### config.mk
export PLATFORM = sky130hd
export DESIGN_NAME = pc_phase_sequencer
export DESIGN_NICKNAME = d
export VERILOG_FILES = /design/src/rtl/pc_phase_sequencer.sv
export SDC_FILE = /design/constraint.sdc
export NUM_CORES = 1
export LEC_CHECK = 0
export ABC_AREA = 0
export BUFFER_PORTS_ARGS = -buffer_cell sky130_fd_sc_hd__buf_2
export CORE_MARGIN = 3
export CORE_UTILIZATION = 48
export CTS_CLUSTER_SIZE = 25
export DETAILED_ROUTE_END_ITERATION = 10
export GPL_TIMING_DRIVEN = 0
export PLACE_DENSITY = 0.74
export SKIP_LAST_GASP = 1
export SYNTH_ARGS = -nofsm -noshare
export SYNTH_HDL_FRONTEND = slang
export SYNTH_SLANG_ARGS = --single-unit
### constraint.sdc
create_clock -name PCSEQ_Clk -period 1.8 [get_ports PCSEQ_Clk]
set_input_delay 0.36 -clock PCSEQ_Clk [delete_from_list [all_inputs] [get_ports PCSEQ_Clk]]
set_output_delay 0.36 -clock PCSEQ_Clk [all_outputs]
set_load 0.03 [all_outputs]
### src/rtl/pc_phase_sequencer.sv
// Multicycle instruction phase sequencer: boot delay, stall/flush, PC load enable and retired count.
// Optional single-step launch from IDLE is enabled by defining PCSEQ_SINGLE_STEP_EN.
module pc_phase_sequencer #(
  parameter int unsigned PHASES      = 5,
  parameter int unsigned PHASE_W     = 3,
  parameter int unsigned BOOT_CYCLES = 2,
  parameter int unsigned RET_W       = 16
) (
  input  logic               PCSEQ_Clk,
  input  logic               PCSEQ_Reset,
  input  logic               PCSEQ_En,
  input  logic               PCSEQ_Stall,
  input  logic               PCSEQ_Flush,
`ifdef PCSEQ_SINGLE_STEP_EN
  input  logic               PCSEQ_Step,
`endif
  output logic               PCSEQ_Set_En,
  output logic [PHASE_W-1:0] PCSEQ_Phase,
  output logic               PCSEQ_Phase_Valid,
  output logic [RET_W-1:0]   PCSEQ_Retired
);

  typedef enum logic [1:0] {ST_BOOT, ST_IDLE, ST_RUN} state_t;

  localparam logic [PHASE_W-1:0] PHASE_LAST = PHASE_W'(PHASES - 1);
  localparam int unsigned        BOOT_LAST_I = (BOOT_CYCLES > 0) ? BOOT_CYCLES - 1 : 0;
  localparam logic [3:0]         BOOT_LAST   = 4'(BOOT_LAST_I);
  // With no boot delay the sequencer comes out of reset straight into IDLE.
  localparam state_t             RESET_STATE = (BOOT_CYCLES == 0) ? ST_IDLE : ST_BOOT;

  state_t             state, state_n;
  logic [3:0]         boot_cnt, boot_cnt_n;
  logic [PHASE_W-1:0] phase_n;
  logic [RET_W-1:0]   retired_n;
  logic               launch;
  logic               last_phase;

`ifdef PCSEQ_SINGLE_STEP_EN
  assign launch = PCSEQ_En | PCSEQ_Step;
`else
  assign launch = PCSEQ_En;
`endif

  assign last_phase = (PCSEQ_Phase == PHASE_LAST);

  always_ff @(posedge PCSEQ_Clk) begin
    if (PCSEQ_Reset) begin
      state         <= RESET_STATE;
      boot_cnt      <= '0;
      PCSEQ_Phase   <= '0;
      PCSEQ_Retired <= '0;
    end else begin
      state         <= state_n;
      boot_cnt      <= boot_cnt_n;
      PCSEQ_Phase   <= phase_n;
      PCSEQ_Retired <= retired_n;
    end
  end

  always_comb begin
    state_n    = state;
    boot_cnt_n = boot_cnt;
    phase_n    = PCSEQ_Phase;
    retired_n  = PCSEQ_Retired;
    case (state)
      ST_BOOT: begin
        boot_cnt_n = boot_cnt + 4'd1;
        if (boot_cnt == BOOT_LAST) state_n = ST_IDLE;
      end
      ST_IDLE: begin
        phase_n = '0;
        if (launch) state_n = ST_RUN;
      end
      ST_RUN: begin
        // En is only consulted on flush and at the instruction boundary.
        if (PCSEQ_Flush) begin
          phase_n = '0;
          if (!PCSEQ_En) state_n = ST_IDLE;
        end else if (!PCSEQ_Stall) begin
          if (last_phase) begin
            phase_n   = '0;
            retired_n = PCSEQ_Retired + RET_W'(1);
            if (!PCSEQ_En) state_n = ST_IDLE;
          end else begin
            phase_n = PCSEQ_Phase + PHASE_W'(1);
          end
        end
      end
      default: state_n = ST_IDLE;
    endcase
  end

  always_comb begin
    PCSEQ_Phase_Valid = (state == ST_RUN);
    PCSEQ_Set_En      = (state == ST_RUN) & last_phase & ~PCSEQ_Stall & ~PCSEQ_Flush & ~PCSEQ_Reset;
  end

endmodule

==> metrics, run 1 <==
outcome finished, final reports clean; RSZ-0062 raised after global routing true; commonest non-fill, non-tap cell in the layout buf_2; endpoint class of the critical path primary output; number of H-tree levels 1; drt wl/cell 14.87 µm; max_slew headroom 65.68%; worst setup margin 0.004941 ns; hold_buf cts 0; ant diodes 0; WS Path Type register to primary output; RD Place Congestion 0.7712; DP HPWL 1931 µm; Final Setup Violations 0; global-route wire length before repair 4968 µm; YS warnings 0; initial DRC count 58; prevailing post-synth register cell dfxtp_1; synthesized cell area 1260 µm²; Mapped Nets 154; Worst EP arrival 1.44 ns; Worst-Margin Slew 0.5148 ns; top sig layer met4; Final ANT Viol Nets 0; Mapped Cells 144; layout cells sized above 1 36.46%; Post-synth EDFFs 0; asr flop ratio synth 0%; Netlist cell types 35; Fmax 557.1 MHz; largest net degree at the start of global routing 16; clock tree sinks 25; Clock Pin Slew Worst Setup and Hold Paths 0.14 ns; Root Buffer clkbuf_4; CTS tree yes; grt total ovfl 0; DR pass1 iterations 4; total track usage 19.00%; clock buffer depth 2; Met2 Wirelength 1633 µm; area growth from synthesis to layout 29.99%; sequential element share of the synthesized area 39.72%; fin. max-slew vios 0; Layout Nets 192; Die Wd 57.24 µm; I/O pin total 26; most frequent cells in the layout buf_2, nor2_1, dfxtp_1; std cell rows 17; routed wire length 3107 µm; Max Fanout on Critical Path 2; fillers 178; skew final 0.006890 ns; core area 2340 µm²; Slowest cell on crit path or3b_4; max_cap viols 0; Final Hold Vio Count 0; clock latency on the worst-skew pair 0.32 ns; worst hold path type input pin to register; Vias 1,196; pre-CTS WS -0.06587 ns; Die Area 3276 µm²; DRC errors left 0; Worst VDD drop 0.6770 mV; Req. time, crit path 1.44 ns; crit start category register; Leak Pwr 0.6707 nW; Period minus WS final 1.795 ns; Post-Syn Area per Cell 8.750 µm²; Util after Layout 70.00%; slowest stage delay, CP 0.41 ns; met1 wire length 1294 µm; Die Y-Extent 57.24 µm; PortBufs 23; Tcrit/Tclk final 99.73%; Num CTS Buffers 3; critical path cell sequence or3b_4, nor4_4, buf_4; met3 wire len 148 µm; vias per cell 5.722; vias in the first global route 1,152; Yosys reg bits 25; Cell Pwr Density 727.6 nW/µm²; initial core utilization 53.85%; initial antenna violation count 0
-- synth_stat cells, types with 3 or more instances --
master	count	area, µm²
a21oi_1	11	55.05
dfxtp_1	25	500.5
ha_1	5	62.56
inv_1	5	18.77
nand2_1	7	26.28
nand3_1	6	30.03
nand4_1	4	25.02
nor2_1	20	75.07
nor3_1	3	15.01
nor4_1	7	43.79
o21ai_0	7	35.03
or3_1	5	31.28
xnor2_1	10	87.58
xor2_1	3	26.28
-- power breakdown --
part           switching, mW  internal, mW
combinational          0.162         0.132
sequential            0.0355         0.601
clock                  0.177        0.0847
total                  0.374         0.817
-- area by class of cell --
class	count	area (µm²)	area share [%]
Multi-Input combinational cell	108	813.3	49.66
Tap cell	28	35.03	2.139
Clock buffer	3	22.52	1.375
Inverter	5	18.77	1.146
Clock inverter	1	7.507	0.4584
Sequential cell	25	515.5	31.47
Buffer	4	17.52	1.070
Timing Repair Buffer	35	207.7	12.68
-- registers in the layout, indices dropped and copies added, names as in the netlist --
name	cells
boot_cnt	4
PCSEQ_Phase	3
state	2
PCSEQ_Retired	16
-- path summary, 6_finish.rpt --
check,from,end,slack [ns],depth (start not counted)
min,PCSEQ_En,state[1],0.34,3
min reg2reg,PCSEQ_Retired[15],PCSEQ_Retired[15],0.50,2
max reg2reg,PCSEQ_Retired[0],PCSEQ_Retired[12],0.02,5
max,state[0],PCSEQ_Set_En,0.005,3
-- worst max-delay path, delay by kind of cell, from the launching register on --
family | cells | cell delay (ns)
simple gates | 2 | 0.55
buf+inv | 1 | 0.20
flops | 1 | 0.37
-- layer usage --
metal,GRT usage (%),vias to the layer above
met2,35.56,45
met3,3.620,6
met1,20.91,558
met5,0,-
li1,-,587
met4,7.285,0
-- stage by stage --
step | TNS (ns) | std cells | total power, mW | area [µm²] | hold WS [ns]
6_report | 0 | 209 | 1.192 | 1638 | 0.3382
5_1_grt | -0.2365 | 209 | 1.263 | 1638 | 0.3494
4_1_cts | -0.1397 | 207 | 1.189 | 1535 | 0.3277
3_5_place_dp | -0.2508 | 195 | 0.9118 | 1419 | 0.4747
3_3_place_gp | -0.1377 | 195 | 0.8993 | 1419 | 0.4665
2_1_floorplan | -0.01943 | 144 | 0.8589 | 1269 | 0.4801
-- repair_timing --
item / in CTS / in global routing
pin swaps: 5 / 13
setup endpoints to repair: 6 / 11
buffers inserted: 9 / 3
gates resized for setup: 10 / 18
gates cloned: 0 / 0
-- kinds of logic (layout without fill, tap and decap cells) --
group | after synthesis | count (layout) | share of synthesized area, %
xor gates and xnor gates | 13 | 13 | 9.037
AOI/OAI and AO/OA | 22 | 22 | 9.831
and+or+nand+nor | 66 | 66 | 30.59
muxes | 2 | 2 | 1.688
DFF | 25 | 25 | 39.72
buffers and inverters | 11 | 48 | 4.171
adders and majority gates | 5 | 5 | 4.965
No activity file was read; power rests on OpenSTA's default activity.
==> run 2: changes to the inputs <==
- ABC_AREA: 0 -> 1
- CORE_UTILIZATION: 48 -> 49
- PLACE_DENSITY: 0.74 -> 0.75
==> run 2 against run 1 <==
Utilization decreased by 7.4 points. Global-route usage decreased by 1.7 points. Clock power about the same. Via count increased by 12%. Power increased by 12%. Critical path type unchanged. Highest routed layer unchanged.
==> metrics, run 2 <==
post-route cell area 1622 µm² (-0.99%); Synth top cells by count nand2_1, nor2_1, inv_1; vias in the first global route 1,168 (+1.4%); initial antenna violation count 0 (unchanged); Vias 1,336 (+12%); Req. time, crit path 1.44 ns (about the same); ant diodes 0 (unchanged); Tcrit/Tclk final 94.68% (-5.0 points); Die Wd 59.43 µm (+3.8%); synthesized cell area 1399 µm² (+11%); total track usage 17.27% (-1.7 points); Worst EP arrival 1.34 ns (-0.10 ns); Root Buffer clkbuf_4; std cell rows 18 (+1); core area 2590 µm² (+11%); Period minus WS final 1.704 ns (-0.09082 ns); Worst VDD drop 0.7218 mV (+6.6%); Clock Pin Slew Worst Setup and Hold Paths 0.14 ns (about the same); area growth from synthesis to layout 15.92%; count leader, synth nand2_1; crit start category register; Final Hold Vio Count 0 (unchanged); met3 wire len 114 µm (-23%); Fmax 586.8 MHz (+5.3%); clock buffer depth 2 (unchanged); grt total ovfl 0 (unchanged); Util after Layout 62.61% (-7.4 points); sequential element share of the synthesized area 35.78% (-3.9 points); top sig layer met4; max reg flops 16 (unchanged); number of H-tree levels 1 (unchanged); Sum Neg Setup Slack 0 ns (unchanged); routed wire length 2775 µm (-11%); pre-CTS WS 0.1939 ns (+0.2598 ns); Final Setup Violations 0 (unchanged); final hold slack 0.3176 ns (-0.02061 ns); reg2reg path depth 10 (+5); clock latency on the worst-skew pair 0.33 ns (about the same); initial DRC count 81 (+40%); endpoint class of the critical path primary output; placed cell count 269 (+38%); fillers 254 (+43%); Reg area 503.0 µm² (-2.4%); DR pass1 iterations 4 (unchanged); Netlist cell types 23 (-34%); fin cells 275 (+32%); Die Y-Extent 59.43 µm (+3.8%); post-synth top area share 35.78% (-3.9 points); WS Path Type register to primary output; prevailing post-synth register cell dfxtp_1; Total Power 1.330 mW (+12%); outcome finished, final reports clean; hold_buf cts 0 (unchanged); post-place instance area 1564 µm² (+10%); Mapped Cells 214 (+49%); skew final 0.007903 ns (+0.001013 ns); Die Area 3532 µm² (+7.8%); Worst Hold Depth 2 (-1); largest registers PCSEQ_Retired x16, boot_cnt x4, PCSEQ_Phase x3; worst setup margin 0.09576 ns (+0.09082 ns); fin. max-slew vios 0 (unchanged); vias per cell 4.858 (-15%); Final ANT Viol Nets 0 (unchanged); Post-synth EDFFs 0 (unchanged); Mapped Nets 224 (+45%); Post-Syn Area per Cell 6.537 µm² (-25%); asr flop ratio synth 0% (unchanged); Cell Pwr Density 819.9 nW/µm² (+13%); largest net degree at the start of global routing 15 (-1); DP HPWL 2080 µm (+7.7%); YS warnings 0 (unchanged); Max Fanout on Critical Path 3 (+1); RSZ-0062 raised after global routing false; Met2 Wirelength 1224 µm (-25%); most frequent cells in the layout nand2_1, nor2_1, inv_1; DRC errors left 0 (unchanged); PortBufs 25 (+8.7%); Layout Nets 256 (+33%); Worst-Margin Slew 0.4579 ns (-0.05693 ns); RD Place Congestion 0.7980 (+3.5%); met1 wire length 1418 µm (+9.6%); Leak Pwr 0.7389 nW (+10%); I/O pin total 26 (unchanged); max_cap viols 0 (unchanged); worst hold path type input pin to register; initial core utilization 54.01% (+0.16 points); dominant cells by area after synthesis dfxtp_1, nand2_1, nor2_1; max_slew headroom 69.47% (+3.8 points); clock tree sinks 25 (unchanged); area leader, netlist dfxtp_1; drt wl/cell 10.09 µm (-32%); area occupied by multi-input gates 757.0 µm² (-6.9%); Yosys reg bits 25 (unchanged); commonest non-fill, non-tap cell in the layout nand2_1; Num CTS Buffers 3 (unchanged); layout cells sized above 1 20.00% (-16 points); CTS tree yes; register with the most flip-flops PCSEQ_Retired; global-route wire length before repair 4823 µm (-2.9%)
-- run 2: cell types whose count changed in the layout (fill, tap and decap cells not counted), moves of 5 or more --
| cell | delta |
|---|---|
| nand2_1 | +47 |
| buf_4 | -10 |
| nand3_1 | +6 |
| nor2_1 | +15 |
| xnor2_1 | -9 |
| inv_1 | +29 |
| nor2_4 | +5 |
-- run 2: cells by family (layout without fill, tap and decap cells) --
family                   after synthesis  after routing  share of synthesized area [%]
flip-flops                            25             25                          35.78
adder cells (fa/ha/maj)                5              5                          4.472
buffers and inverters                 39             70                          11.00
AND/OR/NAND/NOR                      119            119                          38.19
XOR/XNOR                               1              1                         0.6262
AO/OA/AOI/OAI                         25             25                          9.930
-- run 2: timing repair --
item / 4_1_cts / 5_1_grt
setup endpoints to repair: 1 / 1
pin swaps: 0 / 1
buffers inserted: 2 / 1
gates resized for setup: 5 / 4
-- run 2: routing by layer --
layer	track usage [%]	vias to the layer above
li1	-	731
met1	23.94	579
met2	27.46	24
met3	3.922	2
met4	3.236	0
met5	0	-
-- run 2: power breakdown --
group,internal (mW),switching [mW],total [mW]
Sequential,0.611,0.0631,0.674
Clock,0.0834,0.177,0.260
Combinational,0.143,0.253,0.396
-- run 2: worst paths after layout --
| path | startpoint | to | slack, ns |
|---|---|---|---|
| worst max-delay path | PCSEQ_Phase[1] | PCSEQ_Set_En | 0.1 |
| worst min-delay path | PCSEQ_Reset | PCSEQ_Retired[4] | 0.32 |
| worst min register to register | boot_cnt[3] | boot_cnt[3] | 0.52 |
| worst max register to register | PCSEQ_Phase[1] | PCSEQ_Retired[9] | 0.28 |
-- run 2: layout make-up --
class                      instances  share of cell area, %
multi-input combinational        150                  46.68
sequential                        25                  31.02
timing repair buffer              28                  9.491
inverter                          37                  8.565
tap                               30                  2.315
clock buffer                       3                  1.389
clock inverter                     1                 0.3086
buffer                             1                 0.2315
-- run 2: worst max-delay path, cell delays in order (launching register included) --
cell     delay (ns)
dfxtp_2        0.35
inv_1          0.05
ha_2           0.18
nand2_2        0.06
inv_2          0.08
nand3_4        0.08
nor2_4         0.09
buf_6          0.13
==> run 3: changes to the inputs <==
- BUFFER_PORTS_ARGS: -buffer_cell sky130_fd_sc_hd__buf_2 -> -buffer_cell sky130_fd_sc_hd__clkbuf_2
- CTS_CLUSTER_SIZE: 25 -> default
==> run 3 against run 2 <==
Utilization up 0.19 points. Die area unchanged. Final area grew 0.31%. Via count is 2.2% higher. Worst hold slack got worse by 0.011 ns. Largest cell class unchanged.
==> metrics, run 3 (same netlist as run 2, synthesis figures left out) <==
drt wl/cell 10.08 µm (-0.14%); grt total ovfl 0 (unchanged); Worst VDD drop 0.8180 mV (+13%); core area 2590 µm² (unchanged); Fmax 582.7 MHz (-0.69%); DP HPWL 2112 µm (+1.6%); clock buffer depth 2 (unchanged); initial antenna violation count 0 (unchanged); Combinational Power Share 30.2% (+0.4 points); largest net degree at the start of global routing 15 (unchanged); skew final 0.001620 ns (-0.006283 ns); Power Internal 840.8 µW (+0.48%); max_slew headroom 71.37% (+1.9 points); max reg flops 16 (unchanged); Clock Power Share 19.3% (-0.3 points); max_cap viols 0 (unchanged); commonest non-fill, non-tap cell in the layout nand2_1; area occupied by multi-input gates 759.5 µm² (+0.33%); Die Area 3532 µm² (unchanged); CTS tree yes; most frequent cells in the layout nand2_1, nor2_1, inv_1; total track usage 17.48% (+0.21 points); Layout Nets 256 (unchanged); Vias 1,365 (+2.2%); Psw 494.2 µW (+0.29%); Total Power 1.335 mW (+0.41%); Period minus WS final 1.716 ns (+0.01190 ns); number of H-tree levels 1 (unchanged); ant diodes 0 (unchanged); Tcrit/Tclk final 95.34% (+0.66 points); Reg power frac 50.5% (-0.2 points); Die Wd 59.43 µm (unchanged); DRC errors left 0 (unchanged); Root Buffer clkbuf_4; std cell rows 18 (unchanged); clock tree sinks 25 (unchanged); Die Y-Extent 59.43 µm (unchanged); Final Hold Vio Count 0 (unchanged); Sum Neg Setup Slack 0 ns (unchanged); Clock Pin Slew Worst Setup and Hold Paths 0.14 ns (about the same); outcome finished, final reports clean; RD Place Congestion 0.7934 (-0.58%); routed wire length 2771 µm (-0.14%); Leak Pwr 0.7228 nW (-2.2%); Worst EP arrival 1.36 ns (+0.02 ns); Max Fanout on Critical Path 2 (-1); fillers 254 (unchanged); area growth from synthesis to layout 16.28%; WS Path Type register to primary output; initial DRC count 38 (-53%); register with the most flip-flops PCSEQ_Retired; Final ANT Viol Nets 0 (unchanged); crit start category register; PortBufs 25 (unchanged); I/O pin total 26 (unchanged); Worst-Margin Slew 0.4294 ns (-0.02846 ns); clock latency on the worst-skew pair 0.32 ns (about the same); switching share of power 37.02% (-0.046 points); worst hold path type input pin to register; Num CTS Buffers 3 (unchanged); Reg area 503.0 µm² (unchanged); DR pass1 iterations 4 (unchanged); fin. max-slew vios 0 (unchanged); initial core utilization 54.01% (unchanged); global-route wire length before repair 4830 µm (+0.15%); layout cells sized above 1 20.00% (unchanged); largest registers PCSEQ_Retired x16, boot_cnt x4, PCSEQ_Phase x3; Cell Pwr Density 820.8 nW/µm² (+0.10%); vias per cell 4.964 (+2.2%); endpoint class of the critical path primary output; Final Setup Violations 0 (unchanged); Util after Layout 62.80% (+0.19 points); Req. time, crit path 1.44 ns (about the same); vias in the first global route 1,143 (-2.1%)
## run 3: cell types whose count changed in the layout (fill, tap and decap cells not counted)
cell	delta
buf_2	-24
buf_6	-1
clkbuf_2	+24
clkbuf_8	+1
ha_2	-1
ha_4	+1
inv_1	-1
inv_2	+1
nand2_1	+1
nand2_2	-1
nor2_2	+1
nor2_4	-1
## run 3: worst paths after layout
check / depth (start not counted) / from / slack [ns] / endpoint
hold reg to reg: 2 / PCSEQ_Phase[1] / 0.50 / PCSEQ_Phase[1]
setup / recovery: 7 / PCSEQ_Phase[0] / 0.08 / PCSEQ_Set_En
hold / removal: 2 / PCSEQ_Reset / 0.31 / PCSEQ_Phase[1]
setup reg to reg: 10 / PCSEQ_Phase[0] / 0.32 / PCSEQ_Retired[9]
## run 3: metal layers
| metal | GRT usage, % | share of wire [%] |
|---|---|---|
| met5 | 0 | 0 |
| met2 | 27.93 | 45 |
| met1 | 23.47 | 50 |
| met3 | 4.575 | 4.2 |
| met4 | 3.883 | 0.76 |
## run 3: power groups by stage
stage	combinational [mW]	sequential, mW	clock (mW)
after CTS	0.389	0.672	0.266
after global placement	0.362	0.687	0
after global routing	0.463	0.684	0.291
final	0.403	0.675	0.258
after detailed placement	0.365	0.688	0
after floorplan	0.274	0.699	0
## run 3: per-stage QoR
step	instances	setup WS [ns]	hold slack [ns]	instance area, µm²
floorplan	214	0.07047	0.4291	1401
global placement	269	0.1718	0.4864	1564
detailed placement	269	0.1706	0.4901	1564
CTS	274	0.04686	0.3020	1607
global route	275	-0.008252	0.3060	1627
finish	275	0.08386	0.3066	1627
## run 3: critical path, cell delays in order (launching register included)
cell,delay [ns]
dfxtp_2,0.35
inv_2,0.07
ha_4,0.12
nand2_1,0.07
inv_2,0.08
nand3_4,0.07
nor2_2,0.11
clkbuf_8,0.16
## run 3: final cells by class
cell class | instances | share of cell area [%]
sequential | 25 | 30.92
tap | 30 | 2.308
inverter | 37 | 8.538
clock buffer | 3 | 1.385
buffer | 1 | 0.2308
multi-input combinational | 150 | 46.69
clock inverter | 1 | 0.3077
timing repair buffer | 28 | 9.615
## run 3: repair_timing
| action | in CTS | in global routing |
|---|---|---|
| gates resized for setup | 5 | 4 |
| hold buffers | 0 | 0 |
| setup buffers | 2 | 1 |
| endpoints found under the setup margin | 1 | 1 |
| pin swaps | 0 | 2 |
